### config.mk
export PLATFORM = sky130hd
export DESIGN_NAME = mc_control_fsm
export DESIGN_NICKNAME = d
export VERILOG_FILES = /design/src/rtl/mc_ctrl_pkg.sv /design/src/rtl/mc_ctrl_decode.sv /design/src/rtl/mc_control_fsm.sv
export SDC_FILE = /design/constraint.sdc
export NUM_CORES = 1
export LEC_CHECK = 0
export BUFFER_PORTS_ARGS = -buffer_cell sky130_fd_sc_hd__buf_4
export CORE_UTILIZATION = 45
export CTS_BUF_LIST = sky130_fd_sc_hd__clkbuf_2 sky130_fd_sc_hd__clkbuf_4 sky130_fd_sc_hd__clkbuf_8
export DETAILED_ROUTE_END_ITERATION = 8
export PLACE_DENSITY = 0.71
export SETUP_SLACK_MARGIN = 0.05
export SLEW_MARGIN = 40
export SYNTH_ARGS = -nofsm -noshare
export SYNTH_HDL_FRONTEND = slang
export SYNTH_SLANG_ARGS = --single-unit
### constraint.sdc
create_clock -name clk -period 1.9 [get_ports clk]
set_input_delay 0.285 -clock clk [delete_from_list [all_inputs] [get_ports clk]]
set_output_delay 0.285 -clock clk [all_outputs]
set_load 0.02 [all_outputs]
### src/rtl/mc_ctrl_pkg.sv
// ---------------------------------------------------------------------------
// mc_ctrl_pkg : state codes, opcodes and control-field encodings (rev 1.0)
// ---------------------------------------------------------------------------
`default_nettype none

package mc_ctrl_pkg;

    localparam logic [3:0] S_IDLE     = 4'd0;
    localparam logic [3:0] S_FETCH    = 4'd1;
    localparam logic [3:0] S_DECODE   = 4'd2;
    localparam logic [3:0] S_MEMADR   = 4'd3;
    localparam logic [3:0] S_MEMRD    = 4'd4;
    localparam logic [3:0] S_MEMWB    = 4'd5;
    localparam logic [3:0] S_MEMWR    = 4'd6;
    localparam logic [3:0] S_RTYPE_EX = 4'd7;
    localparam logic [3:0] S_RTYPE_WB = 4'd8;
    localparam logic [3:0] S_BEQ      = 4'd9;
    localparam logic [3:0] S_JUMP     = 4'd10;
    localparam logic [3:0] S_ADDI_EX  = 4'd11;
    localparam logic [3:0] S_ADDI_WB  = 4'd12;
    localparam logic [3:0] S_ERROR    = 4'd13;

    localparam logic [5:0] OPC_RTYPE = 6'b000000;
    localparam logic [5:0] OPC_LW    = 6'b100011;
    localparam logic [5:0] OPC_SW    = 6'b101011;
    localparam logic [5:0] OPC_BEQ   = 6'b000100;
    localparam logic [5:0] OPC_J     = 6'b000010;
    localparam logic [5:0] OPC_ADDI  = 6'b001000;

    localparam logic [1:0] ALU_ADD   = 2'b00;
    localparam logic [1:0] ALU_SUB   = 2'b01;
    localparam logic [1:0] ALU_FUNCT = 2'b10;

    localparam logic [1:0] SRCB_B       = 2'b00;
    localparam logic [1:0] SRCB_ONE     = 2'b01;
    localparam logic [1:0] SRCB_IMM     = 2'b10;
    localparam logic [1:0] SRCB_IMM_SL2 = 2'b11;

    localparam logic [1:0] PCSRC_ALU    = 2'b00;
    localparam logic [1:0] PCSRC_ALUOUT = 2'b01;
    localparam logic [1:0] PCSRC_JUMP   = 2'b10;

    typedef struct packed {
        logic       mem_read;
        logic       mem_write;
        logic       ir_write;
        logic       reg_dst;
        logic       reg_write;
        logic       alu_src_a;
        logic       ior_d;
        logic       mem_to_reg;
        logic       pc_en;
        logic [1:0] alu_src_b;
        logic [1:0] pc_source;
        logic [1:0] alu_op;
    } ctrl_t;

    // Last state of every instruction; its exit edge retires the instruction.
    function automatic logic is_terminal(input logic [3:0] s);
        return (s == S_MEMWB)    || (s == S_MEMWR) || (s == S_RTYPE_WB) ||
               (s == S_ADDI_WB)  || (s == S_BEQ)   || (s == S_JUMP);
    endfunction

endpackage

`default_nettype wire

### src/rtl/mc_ctrl_decode.sv
// ---------------------------------------------------------------------------
// mc_ctrl_decode : state (+zf) to datapath control word (rev 1.0)
// ---------------------------------------------------------------------------
`default_nettype none

module mc_ctrl_decode
    import mc_ctrl_pkg::*;
(
    input  logic [3:0] state,
    input  logic       zf,
    output ctrl_t      ctrl
);

    always_comb begin
        ctrl = '0;
        case (state)
            S_FETCH: begin
                ctrl.mem_read  = 1'b1;
                ctrl.ir_write  = 1'b1;
                ctrl.pc_en     = 1'b1;
                ctrl.alu_src_b = SRCB_ONE;
                ctrl.alu_op    = ALU_ADD;
                ctrl.pc_source = PCSRC_ALU;
            end
            S_DECODE:   ctrl.alu_src_b = SRCB_IMM_SL2;
            S_MEMADR: begin
                ctrl.alu_src_a = 1'b1;
                ctrl.alu_src_b = SRCB_IMM;
            end
            S_MEMRD: begin
                ctrl.mem_read = 1'b1;
                ctrl.ior_d    = 1'b1;
            end
            S_MEMWB: begin
                ctrl.reg_write  = 1'b1;
                ctrl.mem_to_reg = 1'b1;
            end
            S_MEMWR: begin
                ctrl.mem_write = 1'b1;
                ctrl.ior_d     = 1'b1;
            end
            S_RTYPE_EX: begin
                ctrl.alu_src_a = 1'b1;
                ctrl.alu_src_b = SRCB_B;
                ctrl.alu_op    = ALU_FUNCT;
            end
            S_RTYPE_WB: begin
                ctrl.reg_write = 1'b1;
                ctrl.reg_dst   = 1'b1;
            end
            // Only state whose output depends on anything but the state register.
            S_BEQ: begin
                ctrl.alu_src_a = 1'b1;
                ctrl.alu_op    = ALU_SUB;
                ctrl.pc_source = PCSRC_ALUOUT;
                ctrl.pc_en     = zf;
            end
            S_JUMP: begin
                ctrl.pc_source = PCSRC_JUMP;
                ctrl.pc_en     = 1'b1;
            end
            S_ADDI_EX: begin
                ctrl.alu_src_a = 1'b1;
                ctrl.alu_src_b = SRCB_IMM;
            end
            S_ADDI_WB:  ctrl.reg_write = 1'b1;
            default:    ctrl = '0;
        endcase
    end

endmodule

`default_nettype wire

### src/rtl/mc_control_fsm.sv
// ---------------------------------------------------------------------------
// mc_control_fsm : multicycle MIPS main control FSM with debug counter (rev 1.0)
// ---------------------------------------------------------------------------
`default_nettype none

module mc_control_fsm
    import mc_ctrl_pkg::*;
#(
    parameter int         CNT_W    = 32,
    parameter logic [5:0] OP_RTYPE = OPC_RTYPE,
    parameter logic [5:0] OP_LW    = OPC_LW,
    parameter logic [5:0] OP_SW    = OPC_SW,
    parameter logic [5:0] OP_BEQ   = OPC_BEQ,
    parameter logic [5:0] OP_J     = OPC_J,
    parameter logic [5:0] OP_ADDI  = OPC_ADDI
) (
    input  logic             clk,
    input  logic             rst_n,
    input  logic [5:0]       Instr_31_26,
    input  logic             zf,
    output logic             MemRead,
    output logic             MemWrite,
    output logic             IRWrite,
    output logic             RegDst,
    output logic             RegWrite,
    output logic             ALUSrcA,
    output logic             IorD,
    output logic             MemtoReg,
    output logic             PC_En,
    output logic [1:0]       ALUSrcB,
    output logic [1:0]       PCSource,
    output logic [1:0]       ALU_OP,
    output logic [3:0]       state_o,
    output logic             illegal_op,
    output logic [CNT_W-1:0] retired
);

    logic [3:0] state;
    logic [3:0] state_nx;
    ctrl_t      ctrl;

    always_comb begin
        state_nx = state;
        case (state)
            S_IDLE:     state_nx = S_FETCH;
            S_FETCH:    state_nx = S_DECODE;
            S_DECODE: begin
                if ((Instr_31_26 == OP_LW) || (Instr_31_26 == OP_SW))
                    state_nx = S_MEMADR;
                else if (Instr_31_26 == OP_RTYPE)
                    state_nx = S_RTYPE_EX;
                else if (Instr_31_26 == OP_BEQ)
                    state_nx = S_BEQ;
                else if (Instr_31_26 == OP_J)
                    state_nx = S_JUMP;
                else if (Instr_31_26 == OP_ADDI)
                    state_nx = S_ADDI_EX;
                else
                    state_nx = S_ERROR;
            end
            S_MEMADR:   state_nx = (Instr_31_26 == OP_SW) ? S_MEMWR : S_MEMRD;
            S_MEMRD:    state_nx = S_MEMWB;
            S_RTYPE_EX: state_nx = S_RTYPE_WB;
            S_ADDI_EX:  state_nx = S_ADDI_WB;
            S_MEMWB, S_MEMWR, S_RTYPE_WB, S_ADDI_WB, S_BEQ, S_JUMP:
                        state_nx = S_FETCH;
            S_ERROR:    state_nx = S_ERROR;
            default:    state_nx = S_ERROR;
        endcase
    end

    always_ff @(posedge clk or negedge rst_n) begin
        if (!rst_n) begin
            state      <= S_IDLE;
            illegal_op <= 1'b0;
            retired    <= '0;
        end else begin
            state <= state_nx;
            if ((state == S_DECODE) && (state_nx == S_ERROR))
                illegal_op <= 1'b1;
            if (is_terminal(state))
                retired <= retired + CNT_W'(1);
        end
    end

    mc_ctrl_decode u_decode (
        .state (state),
        .zf    (zf),
        .ctrl  (ctrl)
    );

    assign MemRead  = ctrl.mem_read;
    assign MemWrite = ctrl.mem_write;
    assign IRWrite  = ctrl.ir_write;
    assign RegDst   = ctrl.reg_dst;
    assign RegWrite = ctrl.reg_write;
    assign ALUSrcA  = ctrl.alu_src_a;
    assign IorD     = ctrl.ior_d;
    assign MemtoReg = ctrl.mem_to_reg;
    assign PC_En    = ctrl.pc_en;
    assign ALUSrcB  = ctrl.alu_src_b;
    assign PCSource = ctrl.pc_source;
    assign ALU_OP   = ctrl.alu_op;
    assign state_o  = state;

endmodule

`default_nettype wire

== After elaboration in Yosys (flattened, before gate mapping) ==
Index checks and enable logic that the tools add are counted.
Storage, ports and cells
  bits in registers: 37
  bits of input ports: 9
  output and inout port bits: 52
  logic and storage cells: 57
Operators by class
  add/subtract/negate cells: 1
  equality and inequality tests: 18
  muxes and demuxes: 19
  reductions and logical operators: 16
Operator list (number)
  adder 32 x 1 -> 32 bit, second input constant: 1
  case mux 4 bit (7 select lines): 1
  equality test 4 bit, second input constant: 6
  equality test 4 x 3 -> 1 bit, second input constant: 4
  equality test 6 bit, second input constant: 2
  2-to-1 mux 3 bit: 3
  equality test 4 x 2 -> 1 bit, second input constant: 2
  2-to-1 mux 1 bit: 8
  2-to-1 mux 4 bit: 2
  case mux 2 bit (2 select lines): 2
  OR reduction 2 bit: 4
  OR reduction 7 bit: 1
  equality test 6 x 2 -> 1 bit, second input constant: 1
  equality test 6 x 3 -> 1 bit, second input constant: 1
  equality test 6 x 4 -> 1 bit, second input constant: 1
  zero test 6 bit: 1
  logical OR 1 bit: 6
  case mux 2 bit (3 select lines): 1
  equality test 4 x 1 -> 1 bit, second input constant: 1
  zero test 4 bit: 1
  OR reduction 4 bit: 1
  OR reduction 3 bit: 1
  2-to-1 mux 2 bit: 1
  case mux 1 bit (2 select lines): 1
  logical AND 1 bit: 1

== Depth between registers and ports, before layout ==
Gate-level depths: netlist (run 1).
  depth in word-level cells: 9
  mapped depth: 6
  gate-level depth less buffers: 5

== Modules after synthesis ==
A second synthesis (run 1) with hierarchy kept.
Second synthesis, totals
  cell total of the unflattened synthesis: 211
  area, all modules: 2198.4 sq um
Modules (own cells, without submodules)
  mc_control_fsm: times used 1, cells an instance 182, area an instance 1994.4 sq um, seq. area each 925.9 sq um
  mc_ctrl_decode: times used 1, cells an instance 29, area an instance 203.9 sq um, seq. area each 0.0 sq um

== Least setup slack after synthesis (run 1) ==
OpenSTA, ideal clock, no wires.
  path kind: reg-to-output
  start point: register state[3] (netlist: state_o[3])
  end point: output PCSource[0]
  arrival time: 1599 ps
  data required time: 1615 ps
  setup slack: 16 ps
  stages on the path, launching flop included: 6
  path buffers: 3
  cell sequence: dfrtp_1 > buf_2 > clkbuf_1 > nand2b_1 > nor2_1 > buf_4
Between the ends
  cells in the longest elaborated chain, start to end: 2
  elaborated cells on any way between the ends: 3
  classes of those cells: 2 x eq/ne; 1 x mux
RTL lines
  start, declared: RTL line mc_control_fsm.sv:38  | logic [3:0] state;
  start signal, assigned: RTL line mc_control_fsm.sv:78  | state <= state_nx;
  equality test 4 bit: RTL line mc_ctrl_decode.sv:16  | case (state)
  case mux 2 bit (2 select lines) (*): RTL line mc_ctrl_decode.sv:16
  end, declared: RTL line mc_control_fsm.sv:31  | output logic [1:0] PCSource,
Mark *: on every way between the ends. The rest lies on a longest branch, timed or not.

== Worst setup path after layout (run 1) ==
  start point: register state[3] (netlist: state_o[3])
  end point: output RegDst
Between the ends
  cells in the longest elaborated chain, start to end: 2
RTL lines
  equality test 4 bit: RTL line mc_ctrl_decode.sv:16
  2-to-1 mux 1 bit: RTL line mc_ctrl_decode.sv:16
  end, declared: RTL line mc_control_fsm.sv:24  | output logic RegDst,
No other way between the ends.

==> reports/metrics.yaml, run 1 <==
status: "finished clean"
clkTransAtPathRegs_ps: 60
start_util_pct: 48.61
via_per_inst: 5.352
slowest_stage: "dfrtp_1"
tritoncts: "done"
grt_max_degree: 38
io_pins: 61
crit_family: "flip-flops"
path_buf_inv: 2
slew_viol_final: 0
placedCellCount: 312
area_growth_pct: 33.04
cp_slowest_stage_delay_ps: 550
crit_path_end_kind: "output pin"
power.switching_mw: 1.241
max-vdd-ir-drop_mv: 0.9998
top_layer: "met4"
maxSlewHeadroom_pct: 70.33
routed_wl_um: 4347
cts_root_buf: "clkbuf_8"
p_leak_nw: 1.268
row_count: 23
die_x_um: 68.91
cp_common_cell: "buf_4"
wire_per_inst_um: 13.54
period_needed_ps: 1799
antenna_cells: 0
p_seq_share_pct: 34.0
dieArea_um2: 4748
drtPass1Iterations: 4
gp_congestion: 0.7817
antenna_found_initial: 0
cp.arrival_ps: 1510
pwr-share-comb_pct: 48.4
tns_ps: 0
io_buffers: 60
grt_pass1_vias: 1444
synth_cells: 203
hold_path.class: "primary input to flip-flop"
yosysSeqAreaShare_pct: 45.96
yosysTopAreaCell: "dfrtp_1"
synth.area.top_cells: "dfrtp_1 46%, xnor2_1 10%, xor2_1 3.9%"
stdcell_count: 321
drc: 0
whs_ps: 342.5
cp_max_fo: 11
ys_types: 43
ys_ff_latch: 37
crit_path_start_kind: "flip-flop"
dr_wl_met2_um: 1932
cts_made_buffers: 5
mostFrequentLayoutCells: "67 x buf_4, 35 x dfrtp_1, 24 x xnor2_1"
path_cells: "buf_4 > nand2b_1 > nor3_1 > buf_4"
setup_violations: 0
p_sw_share_pct: 39.83
via_count: 1718
tightest_slew_ps: 445.1
pwr-share-clk_pct: 17.6
drv_cap: 0
route.antenna.remaining_nets: 0
grt_pass1_wl_um: 6637
cts_sinks: 37
dp_hpwl_um: 3321
core_um2: 4144
critPathRequiredTime_ps: 1620
ys_warn_count: 0
fin_worst_skew_ps: 5.009
worstSetupPathType: "flip-flop to output pin"
clk_path_buf_depth: 2
power_density_nw_per_um2: 1162
drive_gt1_share_pct: 33.58
fin_crit_sh_pct: 94.69
p_int_mw: 1.875
grt_usage_pct: 19.17
die_y_um: 68.91
wl_met1_um: 2125
wl_met3_um: 245
rsz0062_at_grt: "true"
utilization_pct: 64.67
cts_max_level: 2
final_nets: 281
clk_latency_ps: 280
maxClockFrequency_ghz: 0.5558
syn-cell-area_um2: 2014
dr.first_iter.drc_count: 62
hold_viol: 0
synthesis.nets: 213
layout_commonest_cell: "buf_4"
syn_area_per_cell_um2: 9.923
synth_top_area_share_pct: 45.96
grt_remaining_overflow: 0
==> power by group through the flow <==
stage	logic (mW)	clock network [mW]	registers, mW
finish	1.51	0.549	1.06
floorplan	0.798	0	1.14
global route	1.62	0.591	1.08
detailed placement	1.46	0	1.07
global placement	1.45	0	1.06
CTS	1.50	0.565	1.05
==> synth_stat cells (all sizes together) <==
library cell  count
nand3            13
buf               4
a211o             1
o311ai            1
nor2             18
xor2              9
a21boi            3
a311oi            1
nor4              1
and2              1
nand2b            4
nor3             13
mux2i             1
a41o              1
nor2b             5
o21a              1
and3              4
o21ai             5
clkbuf            4
nand2            13
o2111ai           2
a21oi             4
o22a              1
or3               3
nand4            12
ha                1
o211a             1
dfrtp            37
mux2              1
o211ai            3
or2               1
xnor2            24
and4              3
inv               6
a31o              1
==> worst reg2reg max path: cells and delay by family (launching register included) <==
family / cells / cell delay [ps]
xor gates and xnor gates: 1 / 160
and+or+nand+nor: 4 / 1100
DFF: 1 / 420
==> sequential cells by signal (all words and copies together), names as in the netlist <==
name        cells
retired        32
illegal_op      1
state_o         4
==> cells by family after synthesis <==
group           after synthesis  share of synthesized area, %
mux                           2                         1.056
simple gates                 91                         24.78
flops                        37                         45.96
buf+inv                      14                         2.981
xor+xnor                     33                         14.35
fa+ha+maj                     1                        0.6210
compound gates               25                         10.25
==> stage by stage <==
step / setup slack [ps] / total power [mW] / instance area (um^2)
2_1_floorplan: 65.48 / 1.942 / 2017
3_3_place_gp: 169.7 / 2.518 / 2545
3_5_place_dp: 111.0 / 2.526 / 2545
4_1_cts: 81.68 / 3.117 / 2661
5_1_grt: 17.07 / 3.284 / 2680
6_report: 100.9 / 3.115 / 2680
==> layout make-up <==
type                       count  area (um^2)
fill                         365         1464
multi-input combinational    152         1052
sequential                    37        928.4
timing repair buffer          69        524.3
clock buffer                   7        90.09
tap                           50        62.56
inverter                       6        22.52
==> final timing paths <==
path	start	to	slack, ps	depth (start not counted)
worst min register to register	illegal_op$_DFFE_PN0P_	illegal_op$_DFFE_PN0P_	480	1
worst max-delay path	state_o[3]$_DFF_PN0_	RegDst	100	4
min in group asynchronous	rst_n	illegal_op$_DFFE_PN0P_	490	2
max in group asynchronous	rst_n	state_o[1]$_DFF_PN0_	1060	2
worst max register to register	retired[12]$_DFFE_PN0P_	retired[21]$_DFFE_PN0P_	150	5
worst min-delay path	Instr_31_26[3]	state_o[1]$_DFF_PN0_	340	3
==> layer usage <==
layer,vias up,GRT usage (%)
met4,0,6.122
li1,850,-
met1,820,27.33
met5,-,0
met2,43,28.76
met3,5,4.276
==> repair_timing <==
action                                  in CTS  in global routing
hold endpoints to repair                    37                  0
pin swaps                                    0                  0
resized for setup                            3                  5
endpoints found under the setup margin       2                 15
setup buffers                                1                  0
hold buffers                                 1                  0
Note: power is estimated with default switching activity, not from simulation.
==> run 2: changes to the inputs <==
--- a/config.mk
+++ b/config.mk
@@ -10,7 +10,7 @@
 export CTS_BUF_LIST = sky130_fd_sc_hd__clkbuf_2 sky130_fd_sc_hd__clkbuf_4 sky130_fd_sc_hd__clkbuf_8
 export DETAILED_ROUTE_END_ITERATION = 8
 export PLACE_DENSITY = 0.71
-export SETUP_SLACK_MARGIN = 0.05
+export SETUP_SLACK_MARGIN = 0.15
 export SLEW_MARGIN = 40
 export SYNTH_ARGS = -nofsm -noshare
 export SYNTH_HDL_FRONTEND = slang
==> reports/metrics.yaml, run 2 (synthesis gave the netlist of run 1 again) <==
status: "finished clean"
max-vdd-ir-drop_mv: 1.069  # +6.9%
grt_remaining_overflow: 0  # unchanged
crit_path_end_kind: "output pin"
dr.first_iter.drc_count: 68  # +9.7%
p_sw_share_pct: 40.25  # +0.43 points
start_util_pct: 48.61  # unchanged
ff2ff_path_depth: 6  # +1
largest_reg_flops: 32  # unchanged
final_nets: 292  # +3.9%
stdcell_count: 333  # +3.7%
reg2reg_to: "retired[31]$_DFFE_PN0P_"
crit_path_start_kind: "flip-flop"
hold_depth: 3  # unchanged
period_needed_ps: 1779  # -20.39 ps
fin_crit_sh_pct: 93.61  # -1.1 points
antenna_found_initial: 0  # unchanged
drv_cap: 0  # unchanged
fin_worst_skew_ps: 5.702  # +0.6926 ps
pwr-share-clk_pct: 17.2  # -0.4 points
hold_path_end: "state_o[1]$_DFF_PN0_"
die_x_um: 68.91  # unchanged
drive_gt1_share_pct: 46.29  # +13 points
core_um2: 4144  # unchanged
pwr-share-comb_pct: 51.9  # +3.5 points
route.antenna.remaining_nets: 0  # unchanged
cts_root_buf: "clkbuf_8"
io_pins: 61  # unchanged
dieArea_um2: 4748  # unchanged
tritoncts: "done"
cts_sinks: 37  # unchanged
drc: 0  # unchanged
power.switching_mw: 1.387  # +12%
cts_made_buffers: 5  # unchanged
die_y_um: 68.91  # unchanged
grt_pass1_vias: 1614  # +12%
gp_congestion: 0.7670  # -1.9%
dp_hpwl_um: 3202  # -3.6%
wire_per_inst_um: 14.61  # +7.9%
via_per_inst: 5.393  # +0.77%
worstSetupPathType: "flip-flop to output pin"
cp.arrival_ps: 1490  # -20 ps
rsz0062_at_grt: "true"
placedCellCount: 312  # unchanged
hold_viol: 0  # unchanged
grt_max_degree: 38  # unchanged
routed_wl_um: 4864  # +12%
via_count: 1796  # +4.5%
clk_path_buf_depth: 2  # unchanged
grt_busiest_layer: "met2"
layout_commonest_cell: "buf_4"
io_buffers: 60  # unchanged
grt_usage_pct: 20.45  # +1.3 points
tightest_slew_ps: 461.0  # +15.90 ps
clkTransAtPathRegs_ps: 70  # about the same
setup_violations: 0  # unchanged
maxClockFrequency_ghz: 0.5622  # +1.1%
p_seq_share_pct: 30.9  # -3.1 points
regToRegSetupSlack_ps: 140  # about the same
reg2reg_from: "state_o[1]$_DFF_PN0_"
top_register: "retired"
antenna_cells: 0  # unchanged
power_density_nw_per_um2: 1176  # +1.1%
maxSlewHeadroom_pct: 69.27  # -1.1 points
grt_use_met2_pct: 31.80  # +3.0 points
grt.met1_usage_pct: 27.29  # -0.038 points
critPathRequiredTime_ps: 1620  # about the same
use_met3_pct: 5.592  # +1.3 points
grt_pass1_wl_um: 7155  # +7.8%
clk_latency_ps: 290  # about the same
slew_viol_final: 0  # unchanged
row_count: 23  # unchanged
hold_path.class: "primary input to flip-flop"
cts_max_level: 2  # unchanged
cp_max_fo: 7  # -4
p_leak_nw: 1.363  # +7.5%
p_int_mw: 2.058  # +9.8%
drtPass1Iterations: 4  # unchanged
tns_ps: 0  # unchanged
worstHoldStart: "Instr_31_26[3]"
mostFrequentLayoutCells: "70 x buf_4, 29 x dfrtp_1, 24 x xnor2_1"
area_growth_pct: 45.47
-- run 2: changes by cell type in the layout (fill, tap and decap cells not counted), moves of 4 or more --
cell | previous run | this run
nor2_2 | 1 | 5
nor2_1 | 17 | 9
nor2_4 | 0 | 4
dfrtp_1 | 35 | 29
dfrtp_2 | 2 | 8
buf_6 | 1 | 7
-- run 2: power by group through the flow --
stage	sequential [mW]	clock, mW	combinational, mW
floorplan	1.15	0	0.811
global placement	1.05	0	1.47
detailed placement	1.05	0	1.48
CTS	1.05	0.613	1.60
global route	1.08	0.631	1.92
finish	1.06	0.594	1.79
-- run 2: per-layer routing --
metal	vias to the layer above	part of all wire (%)
met2	45	49
met4	0	1.1
li1	867	-
met3	6	4.9
met1	878	45
met5	-	0
-- run 2: cell type report --
cell class,instances,area (um^2)
flip-flops and latches,37,935.9
multi-input cells,152,1177
well taps,50,62.56
inverters,6,22.52
repair buffers,80,634.4
fillers,319,1214
clock buffers,8,97.59
-- run 2: worst max-delay path, stage by stage (launching register included) --
cell,delay (ps)
dfrtp_2,480
buf_8,160
nand2b_4,150
a21oi_2,100
a21oi_1,50
nor2_1,100
buf_4,150
-- run 2: worst max path at each step --
stage,from,end,slack [ps],cells after the start
2_1_floorplan,state_o[3]$_DFF_PN0_,illegal_op$_DFFE_PN0P_,70,5
3_3_place_gp,retired[11]$_DFFE_PN0P_,retired[31]$_DFFE_PN0P_,200,5
3_5_place_dp,retired[11]$_DFFE_PN0P_,retired[31]$_DFFE_PN0P_,130,5
4_1_cts,state_o[1]$_DFF_PN0_,PC_En,130,6
5_1_grt,state_o[1]$_DFF_PN0_,retired[31]$_DFFE_PN0P_,20,6
6_report,state_o[1]$_DFF_PN0_,PC_En,120,6
-- run 2: timing repair --
action / CTS / global route
gates resized for setup: 10 / 35
hold endpoints to repair: 37 / 0
hold buffers: 1 / 0
setup buffers: 7 / 5
endpoints found under the setup margin: 19 / 36
pin swaps: 5 / 10
-- run 2: stage by stage --
stage	total power, mW	utilization (%)	setup WS, ps	instance area, um^2	hold slack (ps)
5_1_grt	3.633	70.71	19.72	2930	322.9
3_3_place_gp	2.523	62.02	195.7	2570	273.0
6_report	3.445	70.71	121.3	2930	285.5
2_1_floorplan	1.957	-	65.48	2044	-10.59
3_5_place_dp	2.529	62.02	128.5	2570	279.1
4_1_cts	3.260	66.67	132.5	2763	274.5
==> run 3: changes to the inputs <==
--- a/config.mk
+++ b/config.mk
@@ -9,9 +9,10 @@
 export CORE_UTILIZATION = 45
 export CTS_BUF_LIST = sky130_fd_sc_hd__clkbuf_2 sky130_fd_sc_hd__clkbuf_4 sky130_fd_sc_hd__clkbuf_8
 export DETAILED_ROUTE_END_ITERATION = 8
-export PLACE_DENSITY = 0.71
+export PLACE_DENSITY = 0.7
 export SETUP_SLACK_MARGIN = 0.15
 export SLEW_MARGIN = 40
 export SYNTH_ARGS = -nofsm -noshare
 export SYNTH_HDL_FRONTEND = slang
+export SYNTH_HIERARCHICAL = 1
 export SYNTH_SLANG_ARGS = --single-unit
==> reports/metrics.yaml, run 3 <==
synth_top_area_share_pct: 42.12  # -3.8 points
stdcell_count: 356  # +6.9%
whs_ps: 350.2  # +64.66 ps
via_per_inst: 5.157  # -4.4%
dieArea_um2: 5169  # +8.9%
hold_path.class: "primary input to flip-flop"
ff2ff_path_depth: 6  # unchanged
cts_max_level: 2  # unchanged
critPathLaunch: "state_o[0]$_DFF_PN0_"
power.switching_mw: 1.398  # +0.84%
final_area_um2: 3027  # +3.3%
cp.arrival_ps: 1430  # -60 ps
path_cells: "buf_8 > and2b_2 > a2bb2oi_2 > nor2_1 > buf_4"
cp_slowest_stage_delay_ps: 440  # -40 ps
wire_per_inst_um: 13.31  # -8.9%
row_count: 25  # +8.7%
dr.first_iter.drc_count: 107  # +57%
clkTransAtPathRegs_ps: 70  # about the same
synth-simple-area-share_pct: 28.57  # +3.8 points
synthesis.nets: 221  # +3.8%
utilization_pct: 64.08  # -6.6 points
status: "complete, but fails checks"
clk_latency_ps: 290  # about the same
p_leak_nw: 1.474  # +8.1%
p_sw_share_pct: 38.50  # -1.8 points
ys_ff_latch: 37  # unchanged
synthXorXnorAreaFrac_pct: 13.15  # -1.2 points
hold_viol: 0  # unchanged
ys.flop_type: "dfrtp_1"
tightest_slew_ps: 472.3  # +11.31 ps
drtPass1Iterations: 6  # +2
cts_sinks: 37  # unchanged
die_y_um: 71.90  # +4.3%
synth.area.top_cells: "dfrtp_1 42%, xor2_1 7.6%, nor4_2 5.7%"
ys_types: 48  # +12%
p_int_mw: 2.234  # +8.5%
grt.met1_usage_pct: 27.20  # -0.093 points
core_um2: 4723  # +14%
drv_cap: 0  # unchanged
setup_violations: 0  # unchanged
start_util_pct: 46.54  # -2.1 points
rsz0062_at_grt: "true"
fin_crit_sh_pct: 90.05  # -3.6 points
placedCellCount: 335  # +7.4%
cp_max_fo: 9  # +2
crit_path_start_kind: "flip-flop"
synth_mux_area_share_pct: 1.024  # -0.031 points
critPathRequiredTime_ps: 1620  # about the same
use_met3_pct: 3.333  # -2.3 points
yosysMostFrequentCell: "dfrtp_1"
via_count: 1836  # +2.2%
dp_hpwl_um: 3156  # -1.4%
mostFrequentLayoutCells: "78 x buf_4, 33 x dfrtp_1, 19 x xor2_1"
antenna_cells: 0  # unchanged
cts_root_buf: "clkbuf_8"
fin_worst_skew_ps: 10.65  # +4.945 ps
pwr-share-comb_pct: 52.2  # +0.3 points
yosysTopAreaCell: "dfrtp_1"
tns_ps: 0  # unchanged
grt_pass1_vias: 1661  # +2.9%
clk_path_buf_depth: 2  # unchanged
crit_path_end_kind: "output pin"
maxClockFrequency_ghz: 0.5844  # +4.0%
ys_warn_count: 6  # +6
routed_wl_um: 4738  # -2.6%
p_total_mw: 3.633  # +5.4%
route.antenna.remaining_nets: 0  # unchanged
top_register: "retired"
worstHoldStart: "Instr_31_26[3]"
grt_busiest_layer: "met2"
layout_commonest_cell: "buf_4"
grt_usage_pct: 18.98  # -1.5 points
power_density_nw_per_um2: 1200  # +2.1%
area_growth_pct: 37.68
grt_max_degree: 38  # unchanged
pwr-share-clk_pct: 19.6  # +2.4 points
slowest_stage: "dfrtp_2"
final_nets: 298  # +2.1%
synthArstFlopShare_pct: 100.0  # unchanged
yosysSeqAreaShare_pct: 42.12  # -3.8 points
synth_fa_ha_area_share_pct: 1.024  # +0.40 points
antenna_found_initial: 0  # unchanged
hold_depth: 3  # unchanged
maxSlewHeadroom_pct: 68.51  # -0.75 points
largest_reg_flops: 32  # unchanged
slew_viol_final: 0  # unchanged
period_needed_ps: 1711  # -67.64 ps
grt_pass1_wl_um: 7769  # +8.6%
gp_congestion: 0.8310  # +8.3%
violations: "DRC"
cts_made_buffers: 5  # unchanged
p_seq_share_pct: 28.2  # -2.7 points
die_x_um: 71.90  # +4.3%
synth_top_family_by_area: "simple AND/OR/NAND/NOR gates"
timing.final.ws_setup_ps: 189.0  # +67.64 ps
max-vdd-ir-drop_mv: 0.6932  # -35%
io_pins: 61  # unchanged
io_buffers: 60  # unchanged
syn_area_per_cell_um2: 10.42  # +5.0%
syn-cell-area_um2: 2198  # +9.1%
reg2reg_from: "state_o[1]$_DFF_PN0_"
synth_compound_area_share_pct: 9.277  # -0.97 points
post-place-ws_ps: 142.7  # +14.25 ps
drive_gt1_share_pct: 42.91  # -3.4 points
tritoncts: "done"
place_area_um2: 2725  # +6.0%
grt_remaining_overflow: 0  # unchanged
synth_commonest_cells: "37 x dfrtp_1, 19 x xor2_1, 15 x nor3_1"
synth_cells: 211  # +3.9%
worstSetupPathType: "flip-flop to output pin"
drc: 3  # +3
synth_edf_count: 0  # unchanged
grt_use_met2_pct: 29.25  # -2.6 points
run 3: changes by cell type after synthesis, moves of 3 or more:
cell / delta
buf_2: +4
buf_6: +3
nand4_1: -5
nor2_1: -7
nor2b_1: -3
nor3_1: +5
nor3_2: -3
nor4_2: +9
xnor2_1: -10
xor2_1: +10
run 3: metal layers:
layer | routed length, um | part of all wire [%]
met4 | 46 | 0.97
met3 | 212 | 4.5
met5 | 0 | 0
met1 | 2311 | 49
met2 | 2167 | 46
run 3: logic make-up after synthesis:
group | Yosys count
flops | 37
compound gates | 23
simple gates | 95
mux | 2
buf+inv | 19
xor+xnor | 33
fa+ha+maj | 2
run 3: worst max-delay path: cells and delay by family, from the launching register on:
family,cells,cell delay (ps)
flip-flops,1,440
AND/OR/NAND/NOR,2,350
buffers and inverters,2,290
AO/OA/AOI/OAI,1,60
run 3: path summary, 6_finish.rpt:
| check | to | slack, ps |
|---|---|---|
| worst max-delay path | PC_En | 190 |
| worst min-delay path | state_o[1]$_DFF_PN0_ | 350 |
| worst max register to register | illegal_op$_DFFE_PN0P_ | 240 |
| worst min register to register | retired[31]$_DFFE_PN0P_ | 480 |
| max in group asynchronous | state_o[1]$_DFF_PN0_ | 1060 |
| min in group asynchronous | retired[11]$_DFFE_PN0P_ | 490 |
run 3: area by class of cell:
type / instances / area, um^2
fill: 378 / 1697
multi-input combinational: 155 / 1216
sequential: 37 / 930.9
timing repair buffer: 83 / 653.1
tap: 67 / 83.83
clock buffer: 6 / 82.58
clock inverter: 2 / 37.54
inverter: 6 / 22.52
run 3: timing repair:
item / in CTS / in global routing
setup buffers: 6 / 6
pin swaps: 0 / 1
gates resized for setup: 4 / 11
hold endpoints to repair: 37 / 0
hold buffers: 1 / 0
endpoints found under the setup margin: 17 / 20
run 3: power by group through the flow:
stage / sequential [mW] / combinational (mW) / clock, mW
floorplan: 1.16 / 0.926 / 0
global placement: 1.09 / 1.53 / 0
detailed placement: 1.10 / 1.54 / 0
CTS: 1.02 / 1.73 / 0.726
global route: 1.04 / 2.04 / 0.756
finish: 1.03 / 1.90 / 0.710
